$ cat config.mk
export PLATFORM = sky130hd
export DESIGN_NAME = signal_stim_flat
export DESIGN_NICKNAME = d
export VERILOG_FILES = /design/src/rtl/signal_check_pkg.sv /design/src/rtl/signal_stim_if.sv /design/src/rtl/signal_stim_lfsr.sv /design/src/rtl/signal_stim.sv /design/src/flat_wrapper.sv
export SDC_FILE = /design/constraint.sdc
export NUM_CORES = 1
export LEC_CHECK = 0
export CAP_MARGIN = 20
export CORE_ASPECT_RATIO = 0.7
export CORE_MARGIN = 2
export CORE_UTILIZATION = 40
export DETAILED_ROUTE_END_ITERATION = 10
export MAX_ROUTING_LAYER = met4
export PLACE_DENSITY = 0.63
export SETUP_SLACK_MARGIN = 0.4
export SYNTH_ARGS = -nofsm -noshare
export SYNTH_HDL_FRONTEND = slang
export SYNTH_SLANG_ARGS = --single-unit
$ cat constraint.sdc
create_clock -name clk -period 5.1 [get_ports clk]
set_clock_uncertainty 0.2 [all_clocks]
set_input_delay 0.51 -clock clk [delete_from_list [all_inputs] [get_ports clk]]
set_output_delay 0.51 -clock clk [all_outputs]
set_load 0.01 [all_outputs]
$ cat src/rtl/signal_check_pkg.sv
// Shared FSM state type, LFSR constants and helpers for the signal stimulus generator.
package signal_check_pkg;

  typedef enum logic [1:0] {IDLE, RUN, DRAIN, DONE} state_t;

  localparam logic [7:0] LFSR_TAPS         = 8'hB8;
  localparam logic [7:0] LFSR_DEFAULT_SEED = 8'h01;
  localparam int         CHK_LAT           = 2;

  function automatic logic [7:0] lfsrNext(input logic [7:0] cur);
    return {1'b0, cur[7:1]} ^ (cur[0] ? LFSR_TAPS : 8'h00);
  endfunction

  // An all-zero Galois LFSR never leaves zero, so substitute the default seed.
  function automatic logic [7:0] seedFix(input logic [7:0] seed);
    return (seed == 8'h00) ? LFSR_DEFAULT_SEED : seed;
  endfunction

endpackage

$ cat src/rtl/signal_stim_if.sv
// Bus between the stimulus generator and its environment (request, stimulus, verdicts, status).
interface signal_stim_if #(
  parameter int LEN_W = 8
);
  logic             start;
  logic [LEN_W-1:0] length;
  logic [7:0]       seed;
  logic             signal_out;
  logic             en_out;
  logic             match_in;
  logic             fail_in;
  logic             busy;
  logic             done;
  logic [LEN_W-1:0] ones_cnt;
  logic [LEN_W-1:0] err_cnt;

  modport master (
    output start, length, seed, match_in, fail_in,
    input  signal_out, en_out, busy, done, ones_cnt, err_cnt
  );

  modport slave (
    input  start, length, seed, match_in, fail_in,
    output signal_out, en_out, busy, done, ones_cnt, err_cnt
  );
endinterface

$ cat src/rtl/signal_stim_lfsr.sv
// 8-bit Galois right-shift LFSR; load and step together loads the seed and advances it once.
module signal_stim_lfsr
  import signal_check_pkg::*;
(
  input  logic       clk,
  input  logic       rst_n,
  input  logic       i_load,
  input  logic       i_step,
  input  logic [7:0] i_seed,
  output logic [7:0] o_state
);

  logic [7:0] r_state;
  logic [7:0] w_base;

  assign w_base = i_load ? i_seed : r_state;

  always_ff @(posedge clk) begin
    if (!rst_n) begin
      r_state <= LFSR_DEFAULT_SEED;
    end else if (i_load || i_step) begin
      r_state <= i_step ? lfsrNext(w_base) : w_base;
    end
  end

  assign o_state = r_state;

endmodule

$ cat src/rtl/signal_stim.sv
// LFSR burst stimulus generator that scores the checker's delayed verdicts.
// Optional macro SIGNAL_STIM_ERR_INJECT_EN inverts driven burst bit INJ_IDX on signal_out.
module signal_stim
  import signal_check_pkg::*;
#(
  parameter int LEN_W   = 8,
  parameter int INJ_IDX = 3
) (
  input logic          clk,
  input logic          rst_n,
  signal_stim_if.slave bus
);

  state_t           r_state, w_stateNext;
  logic [LEN_W-1:0] r_cnt, w_cntNext;
  logic             w_accept, w_drive;
  logic [7:0]       w_seedEff, w_lfsrState;
  logic [6:0]       w_unusedLfsrHi;
  logic             w_curBit, w_drivenBit;
  logic             r_trueBit, r_sigOut, r_enOut;
  logic [1:0]       r_pipeBit, r_pipeEn;
  logic [LEN_W-1:0] r_onesCnt, r_errCnt;
  logic             w_errHit, w_oneHit;

  assign w_seedEff      = seedFix(bus.seed);
  assign w_curBit       = w_accept ? w_seedEff[0] : w_lfsrState[0];
  assign w_unusedLfsrHi = w_lfsrState[7:1];

  signal_stim_lfsr u_lfsr (
    .clk    (clk),
    .rst_n  (rst_n),
    .i_load (w_accept),
    .i_step (w_drive),
    .i_seed (w_seedEff),
    .o_state(w_lfsrState)
  );

  always_ff @(posedge clk) begin
    if (!rst_n) begin
      r_state <= IDLE;
      r_cnt   <= '0;
    end else begin
      r_state <= w_stateNext;
      r_cnt   <= w_cntNext;
    end
  end

  // The first bit is driven on the accepting edge, so r_cnt holds bits still owed including it.
  always_comb begin
    w_stateNext = r_state;
    w_cntNext   = r_cnt;
    w_accept    = 1'b0;
    w_drive     = 1'b0;
    unique case (r_state)
      IDLE: begin
        if (bus.start) begin
          w_accept = 1'b1;
          if (bus.length != '0) begin
            w_stateNext = RUN;
            w_cntNext   = bus.length;
            w_drive     = 1'b1;
          end else begin
            w_stateNext = DONE;
          end
        end
      end
      RUN: begin
        if (r_cnt == LEN_W'(1)) begin
          w_stateNext = DRAIN;
          w_cntNext   = LEN_W'(CHK_LAT - 1);
        end else begin
          w_cntNext = r_cnt - LEN_W'(1);
          w_drive   = 1'b1;
        end
      end
      DRAIN: begin
        if (r_cnt == '0) begin
          w_stateNext = DONE;
        end else begin
          w_cntNext = r_cnt - LEN_W'(1);
        end
      end
      DONE:    w_stateNext = IDLE;
      default: w_stateNext = IDLE;
    endcase
  end

`ifdef SIGNAL_STIM_ERR_INJECT_EN
  logic [LEN_W-1:0] r_bitIdx;
  logic [LEN_W-1:0] w_bitIdx;

  assign w_bitIdx    = w_accept ? '0 : r_bitIdx;
  assign w_drivenBit = w_curBit ^ (w_drive && (int'(w_bitIdx) == INJ_IDX));

  always_ff @(posedge clk) begin
    if (!rst_n) begin
      r_bitIdx <= '0;
    end else if (w_drive) begin
      r_bitIdx <= w_bitIdx + LEN_W'(1);
    end
  end
`else
  localparam int unusedInjIdx = INJ_IDX;
  assign w_drivenBit = w_curBit;
`endif

  // Verdicts for a bit arrive CHK_LAT cycles after it is driven; pipeline stage 2 lines up with them.
  assign w_errHit = r_pipeEn[1] ? !((bus.match_in == r_pipeBit[1]) && (bus.fail_in == !r_pipeBit[1]))
                                : (bus.match_in || bus.fail_in);
  assign w_oneHit = r_pipeEn[1] && bus.match_in && r_pipeBit[1];

  always_ff @(posedge clk) begin
    if (!rst_n) begin
      r_trueBit <= 1'b0;
      r_sigOut  <= 1'b0;
      r_enOut   <= 1'b0;
      r_pipeBit <= '0;
      r_pipeEn  <= '0;
      r_onesCnt <= '0;
      r_errCnt  <= '0;
    end else begin
      r_trueBit <= w_drive & w_curBit;
      r_sigOut  <= w_drive & w_drivenBit;
      r_enOut   <= w_drive;
      r_pipeBit <= {r_pipeBit[0], r_trueBit};
      r_pipeEn  <= {r_pipeEn[0], r_enOut};
      if (w_accept) begin
        r_onesCnt <= '0;
        r_errCnt  <= '0;
      end else begin
        if (w_oneHit && (r_onesCnt != '1)) r_onesCnt <= r_onesCnt + LEN_W'(1);
        if (w_errHit && (r_errCnt != '1))  r_errCnt  <= r_errCnt + LEN_W'(1);
      end
    end
  end

  assign bus.signal_out = r_sigOut;
  assign bus.en_out     = r_enOut;
  assign bus.busy       = (r_state == RUN) || (r_state == DRAIN);
  assign bus.done       = (r_state == DONE);
  assign bus.ones_cnt   = r_onesCnt;
  assign bus.err_cnt    = r_errCnt;

endmodule

$ cat src/flat_wrapper.sv
// flat-port wrapper written by rule: the top's interface ports become plain ports
module signal_stim_flat import signal_check_pkg::*;
#(
  parameter int LEN_W   = 8,
  parameter int INJ_IDX = 3
)
  (clk, rst_n, bus_start, bus_length, bus_seed, bus_match_in, bus_fail_in, bus_signal_out, bus_en_out, bus_busy, bus_done, bus_ones_cnt, bus_err_cnt);
  signal_stim_if #(.LEN_W(LEN_W)) bus_i ();
  input logic clk;
  input logic rst_n;
  input wire logic [$bits(bus_i.start)-1:0] bus_start;
  input wire logic [$bits(bus_i.length)-1:0] bus_length;
  input wire logic [$bits(bus_i.seed)-1:0] bus_seed;
  input wire logic [$bits(bus_i.match_in)-1:0] bus_match_in;
  input wire logic [$bits(bus_i.fail_in)-1:0] bus_fail_in;
  output wire logic [$bits(bus_i.signal_out)-1:0] bus_signal_out;
  output wire logic [$bits(bus_i.en_out)-1:0] bus_en_out;
  output wire logic [$bits(bus_i.busy)-1:0] bus_busy;
  output wire logic [$bits(bus_i.done)-1:0] bus_done;
  output wire logic [$bits(bus_i.ones_cnt)-1:0] bus_ones_cnt;
  output wire logic [$bits(bus_i.err_cnt)-1:0] bus_err_cnt;
  assign bus_i.start = bus_start;
  assign bus_i.length = bus_length;
  assign bus_i.seed = bus_seed;
  assign bus_i.match_in = bus_match_in;
  assign bus_i.fail_in = bus_fail_in;
  assign bus_signal_out = bus_i.signal_out;
  assign bus_en_out = bus_i.en_out;
  assign bus_busy = bus_i.busy;
  assign bus_done = bus_i.done;
  assign bus_ones_cnt = bus_i.ones_cnt;
  assign bus_err_cnt = bus_i.err_cnt;
  signal_stim #(.LEN_W(LEN_W), .INJ_IDX(INJ_IDX)) u_core (.clk(clk), .rst_n(rst_n), .bus(bus_i));
endmodule
# After elaboration in Yosys (flattened, before gate mapping)
# Index checks and enable logic that the tools add are counted.
op_classes:
  n_eq_ne: 13
  muxes: 22
  reduce_logical: 18
  n_addsub: 3
  bitwise_logic: 3
ops:
  columns: ["cell", "n"]
  rows:
  - ["$mux 8", 8]
  - ["$pmux 8 s3", 1]
  - ["$add 8x1->8 const B", 2]
  - ["$logic_not 8->1", 2]
  - ["$ne 8x8->1 const B", 2]
  - ["$eq 8x1->1 const B", 1]
  - ["$mux 2", 4]
  - ["$pmux 2 s4", 1]
  - ["$reduce_bool 8->1", 1]
  - ["$sub 8x1->8 const B", 1]
  - ["$xor 7x8->8", 1]
  - ["$mux 1", 7]
  - ["$ne 2x1->1 const B", 3]
  - ["$logic_and 1x1->1", 5]
  - ["$eq 2x2->1 const B", 2]
  - ["$ne 2x2->1 const B", 2]
  - ["$reduce_and 4->1", 1]
  - ["$logic_or 1x1->1", 3]
  - ["$reduce_and 3->1", 1]
  - ["$reduce_bool 3->1", 1]
  - ["$eq 1x1->1", 2]
  - ["$eq 2x1->1 const B", 1]
  - ["$logic_not 1->1", 2]
  - ["$logic_not 2->1", 1]
  - ["other kinds (4)", 4]
totals:
  register_bits: 40
  elab_cells: 68
  in_bits: 21

# Logic depth before layout (Yosys ltp)
logic_depth:
  ltp_word: 6
  depth_mapped: 9
  depth_no_buf: 7

# Cells and area by module
# From an unflattened synthesis, not the netlist that was laid out.
hier_totals:
  cells_unflattened: 246
  area_unflattened_um2: 2228.4
modules_own_cells:
  columns: ["module", "area_per_inst_um2", "seq_area_each_um2", "n_inst", "cells_each"]
  rows:
  - ["signal_stim", 1734.2, 640.6, 1, 204]
  - ["signal_stim_lfsr", 494.2, 160.2, 1, 42]

# Worst setup path after synthesis
# Ideal clock, no wire load.
synth_path:
  kind: "input-to-reg"
  startpoint: "in bus_length[6]"
  endpoint: "reg u_core.u_lfsr.r_state[4] (netlist: u_core.u_lfsr.o_state[4])"
  path_buffers: 1
  arrival_ns: 1.777
  slack_ns: 3.005
  path_stages: 6
  path_cell_list: "or4_1 -> o21ai_2 -> and2_4 -> buf_12 -> nand3_1 -> a32o_1"
synth_between:
  elab_chain_len: 5
  elab_cells_between_ends: 6
synth_lines:
  columns: ["item", "line", "rtl"]
  rows:
  - ["from (decl)", "flat_wrapper.sv:12", "input wire logic [$bits(bus_i.length)-1:0] bus_length;"]
  - ["$reduce_bool 8->1 *", "signal_stim.sv:58", "if (bus.length != '0) begin"]
  - ["$mux 1 *", "signal_stim.sv:58", null]
  - ["$mux 1 *", "signal_stim.sv:56", "if (bus.start) begin"]
  - ["$pmux 1 s2 *", "signal_stim.sv:54", "unique case (r_state)"]
  - ["$mux 8 / $logic_or 1x1->1 (equally long branches)", "signal_stim_lfsr.sv:22, signal_stim_lfsr.sv:21", null]
  - ["to (signal assigned)", "signal_stim_lfsr.sv:22", "r_state <= i_step ? lfsrNext(w_base) : w_base;"]
  - ["to (decl)", "signal_stim_lfsr.sv:13", "logic [7:0] r_state;"]
# Mark *: on every way between the ends. The rest lies on a longest branch, timed or not.
# A chain may end at the register's enable or synchronous reset.

# Final worst setup path
layout_path:
  startpoint: "in bus_start"
  endpoint: "reg u_core.r_cnt[7]"
layout_between:
  elab_chain_len: 2
layout_lines:
  columns: ["item", "line", "rtl"]
  rows:
  - ["from (decl)", "flat_wrapper.sv:11", "input wire logic [$bits(bus_i.start)-1:0] bus_start;"]
  - ["$ne 2x2->1 (no source line)", null, null]
  - ["$reduce_and 4->1 (no source line)", null, null]
  - ["to (signal assigned)", "signal_stim.sv:44", "r_cnt <= w_cntNext;"]
  - ["to (decl)", "signal_stim.sv:15", "logic [LEN_W-1:0] r_cnt, w_cntNext;"]
# No other way between the ends.

==> impl_metrics.csv <==
group,metric,value,unit
setup_path,cp.required,5.09,ns
logic_synthesis,synthTopCellsByArea,"dfxtp_1, mux2i_1, ha_1",
setup_path,crit_fanout,15,
clock_network,cts.reportedPaths.clkPinSlew,0.08,ns
status,status,"finished, final reports clean",
logic_synthesis,synthCells,247,
layout,layout.nets,315,
clock_network,hold_buffers,0,
layout,stdcell_area,2770,um2
clock_network,cts_made_buffers,5,
layout,layout-drive-gt1-share,6.64,%
grt,grt_pass1_wl,8.17,mm
timing,finalHoldViolCount,0,
clock_network,tritoncts,"done",
logic_synthesis,yosys_warnings,0,
logic_synthesis,synth-main-ff-cell,"dfxtp_1",
logic_synthesis,post-synth-top-count-cell,"dfxtp_1",
grt,grt_usage,17.0,%
layout,num_antenna_cells,0,
grt,grt_pass1_vias,1770,
timing,slew_violations,0,
route,dr.pass1.iters,4,
die,rows,22,
timing,setup_viol,0,
setup_path,critPathKind,"primary input to register",
die,dieArea,6150,um2
setup_path,crit_slowest_cell,"a22oi_1",
setup_path,cp_num_buf_inv,1,
clock_network,cts_resized,0,
timing,min_period,2.97,ns
timing,fin_ws,2.13,ns
clock_network,insertion_delay,0.29,ns
logic_synthesis,syn_nets,277,
timing,worstMarginPinSlew,0.879,ns
logic_synthesis,ys_seq_area_share,36.2,%
route,viasPerCell,5.32,
logic_synthesis,yosys.area.top_type,"dfxtp_1",
logic_synthesis,synthDominantCellAreaShare,36.2,%
power,irDropWorstVdd,0.232,mV
die,die_w,92.9,um
clock_network,clk_path_buf_depth,2,
timing,relSlewSlack,41.4,%
logic_synthesis,synth_seq_cells,40,
logic_synthesis,synth_edf_count,0,
layout,syn2layout_area_growth,25.2,%
placed_design,dp_hpwl,3.47,mm
placed_design,place.gp.congestion,0.879,
die,start_util,41.9,%
clock_network,cts-root-buf,"clkbuf_8",
placed_design,dpl_worst_slack,1.82,ns
grt,overflow,0,
grt,grt_antenna_before_repair,0,
job,max_cap_viol_count,0,
die,coreArea,5290,um2
clock_network,h-tree-depth,2,
logic_synthesis,ys_async_sr_fraction,0,%
setup_path,start_kind,"primary input",
die,ios,41,
power,cellPowerDensity,452,nW/um2
setup_path,worst_path_largest_cell_delay,0.74,ns
logic_synthesis,synth_cell_types,55,
timing,timing.hold.ws,0.241,ns
logic_synthesis,synth.avg_cell_area,8.96,um2
grt,grt_start_max_net_pins,21,
setup_path,critPathTopFamily,"compound AO/OA/AOI/OAI gates",
timing,clock.fmax,336,MHz
placed_design,numPortBuffers,40,
setup_path,cp-end-kind,"register",
route,initialDrtViolationCount,59,
worst_hold_path,hp-class,"register to register",
route,finalWirelength,4.72,mm
route,antenna_left,0,
timing,timing.final.crit_share,58.3,%
clock_network,cts_sinks,40,
power,p_leak,1.02,nW
timing,setup_tns,0,ns
layout,num-fill-cells,527,
route,vias,1906,
clock_network,post_cts_buffers,0,
route,wl_per_cell,13.2,um
setup_path,arrival,2.96,ns
route,drc,0,
logic_synthesis,synth_common_cells,"dfxtp_1, nor2_1, nand2_1",
timing,grt_setup_unrepaired,"false",
logic_synthesis,synth_area,2210,um2
die,die_y,66.2,um
placed_design,dpl-instance-area,2650,um2
setup_path,path_cells,"clkdlybuf4s50_1, and2_1, o21ai_2, a22oi_1, o21ai_0, a32o_1",
## final timing paths
path / from / end / slack [ns] / depth (start not counted)
worst min register to register: u_core.r_pipeBit[0] / u_core.r_pipeBit[1] / 0.24 / 1
worst max register to register: u_core.r_state[0] / u_core.r_cnt[7] / 2.20 / 7
worst min-delay path: u_core.r_pipeBit[0] / u_core.r_pipeBit[1] / 0.24 / 1
worst max-delay path: bus_start / u_core.r_cnt[7] / 2.13 / 6
## through the flow
step,total power [mW],instances,utilization (%)
floorplan,0.862,247,-
global placement,0.974,350,50.1
detailed placement,0.974,350,50.1
CTS,1.25,358,52.4
global route,1.35,358,52.4
finish,1.25,358,52.4
## state kept, by name, indices dropped and copies added, names as in the netlist
| name | cells |
|---|---|
| u_core.bus.err_cnt | 8 |
| u_core.r_state | 2 |
| u_core.r_pipeBit | 2 |
| u_core.u_lfsr.o_state | 8 |
| u_core.r_trueBit | 1 |
| u_core.bus.en_out | 1 |
| u_core.r_pipeEn | 2 |
| u_core.bus.ones_cnt | 8 |
| u_core.r_cnt | 8 |
## cells in the final DEF (no fill, tap or decap), types with 3 or more instances in the layout
cell | netlist | final
o32ai_1 | 3 | 3
nand2_1 | 20 | 20
nand2b_1 | 5 | 5
o22ai_1 | 4 | 4
clkdlybuf4s50_1 | 0 | 40
o21ai_0 | 9 | 9
a32o_1 | 6 | 6
nand3_1 | 8 | 8
a31oi_1 | 3 | 3
ha_1 | 9 | 9
a22o_1 | 5 | 5
a21oi_1 | 4 | 4
clkbuf_8 | 0 | 6
xnor2_1 | 9 | 9
xor2_1 | 10 | 10
and2_1 | 6 | 6
inv_1 | 11 | 11
nor2_1 | 21 | 21
nor4_1 | 5 | 5
dfxtp_1 | 40 | 40
or4_1 | 3 | 3
nor3_1 | 5 | 5
o2bb2ai_1 | 3 | 3
mux2i_1 | 15 | 15
## per-layer routing
layer  track usage (%)  share of wire [%]  vias to the layer above
li1                  -                  -                      973
met1              23.8                 55                      894
met2              24.4                 40                       35
met3              4.22                4.4                        4
met4              4.60               0.59                        0
met5                 -                  0                        -
## power by group
| group | internal (mW) | switching (mW) | leakage, nW |
|---|---|---|---|
| combinational | 0.242 | 0.294 | 0.632 |
| sequential | 0.377 | 0.0590 | 0.326 |
| clock | 0.160 | 0.119 | 0.0614 |
| total | 0.779 | 0.472 | 1.02 |
## final cells by class
cell class                 count  area [um2]  area share (%)
tap                           72        90.1            3.25
clock buffer                   6        82.6            2.98
clock inverter                 2        38.8            1.40
timing repair buffer          40         400            14.5
multi-input combinational    187        1320            47.5
sequential                    40         801            28.9
inverter                      11        41.3            1.49
## kinds of logic after synthesis
kind of cell,after synthesis,share of synthesized area [%]
AO/OA/AOI/OAI,56,19.5
XOR/XNOR,19,7.52
adder cells (fa/ha/maj),9,5.09
AND/OR/NAND/NOR,88,20.6
flip-flops,40,36.2
buffers and inverters,20,4.35
multiplexers,15,6.78
Note: power is estimated with default switching activity, not from simulation.
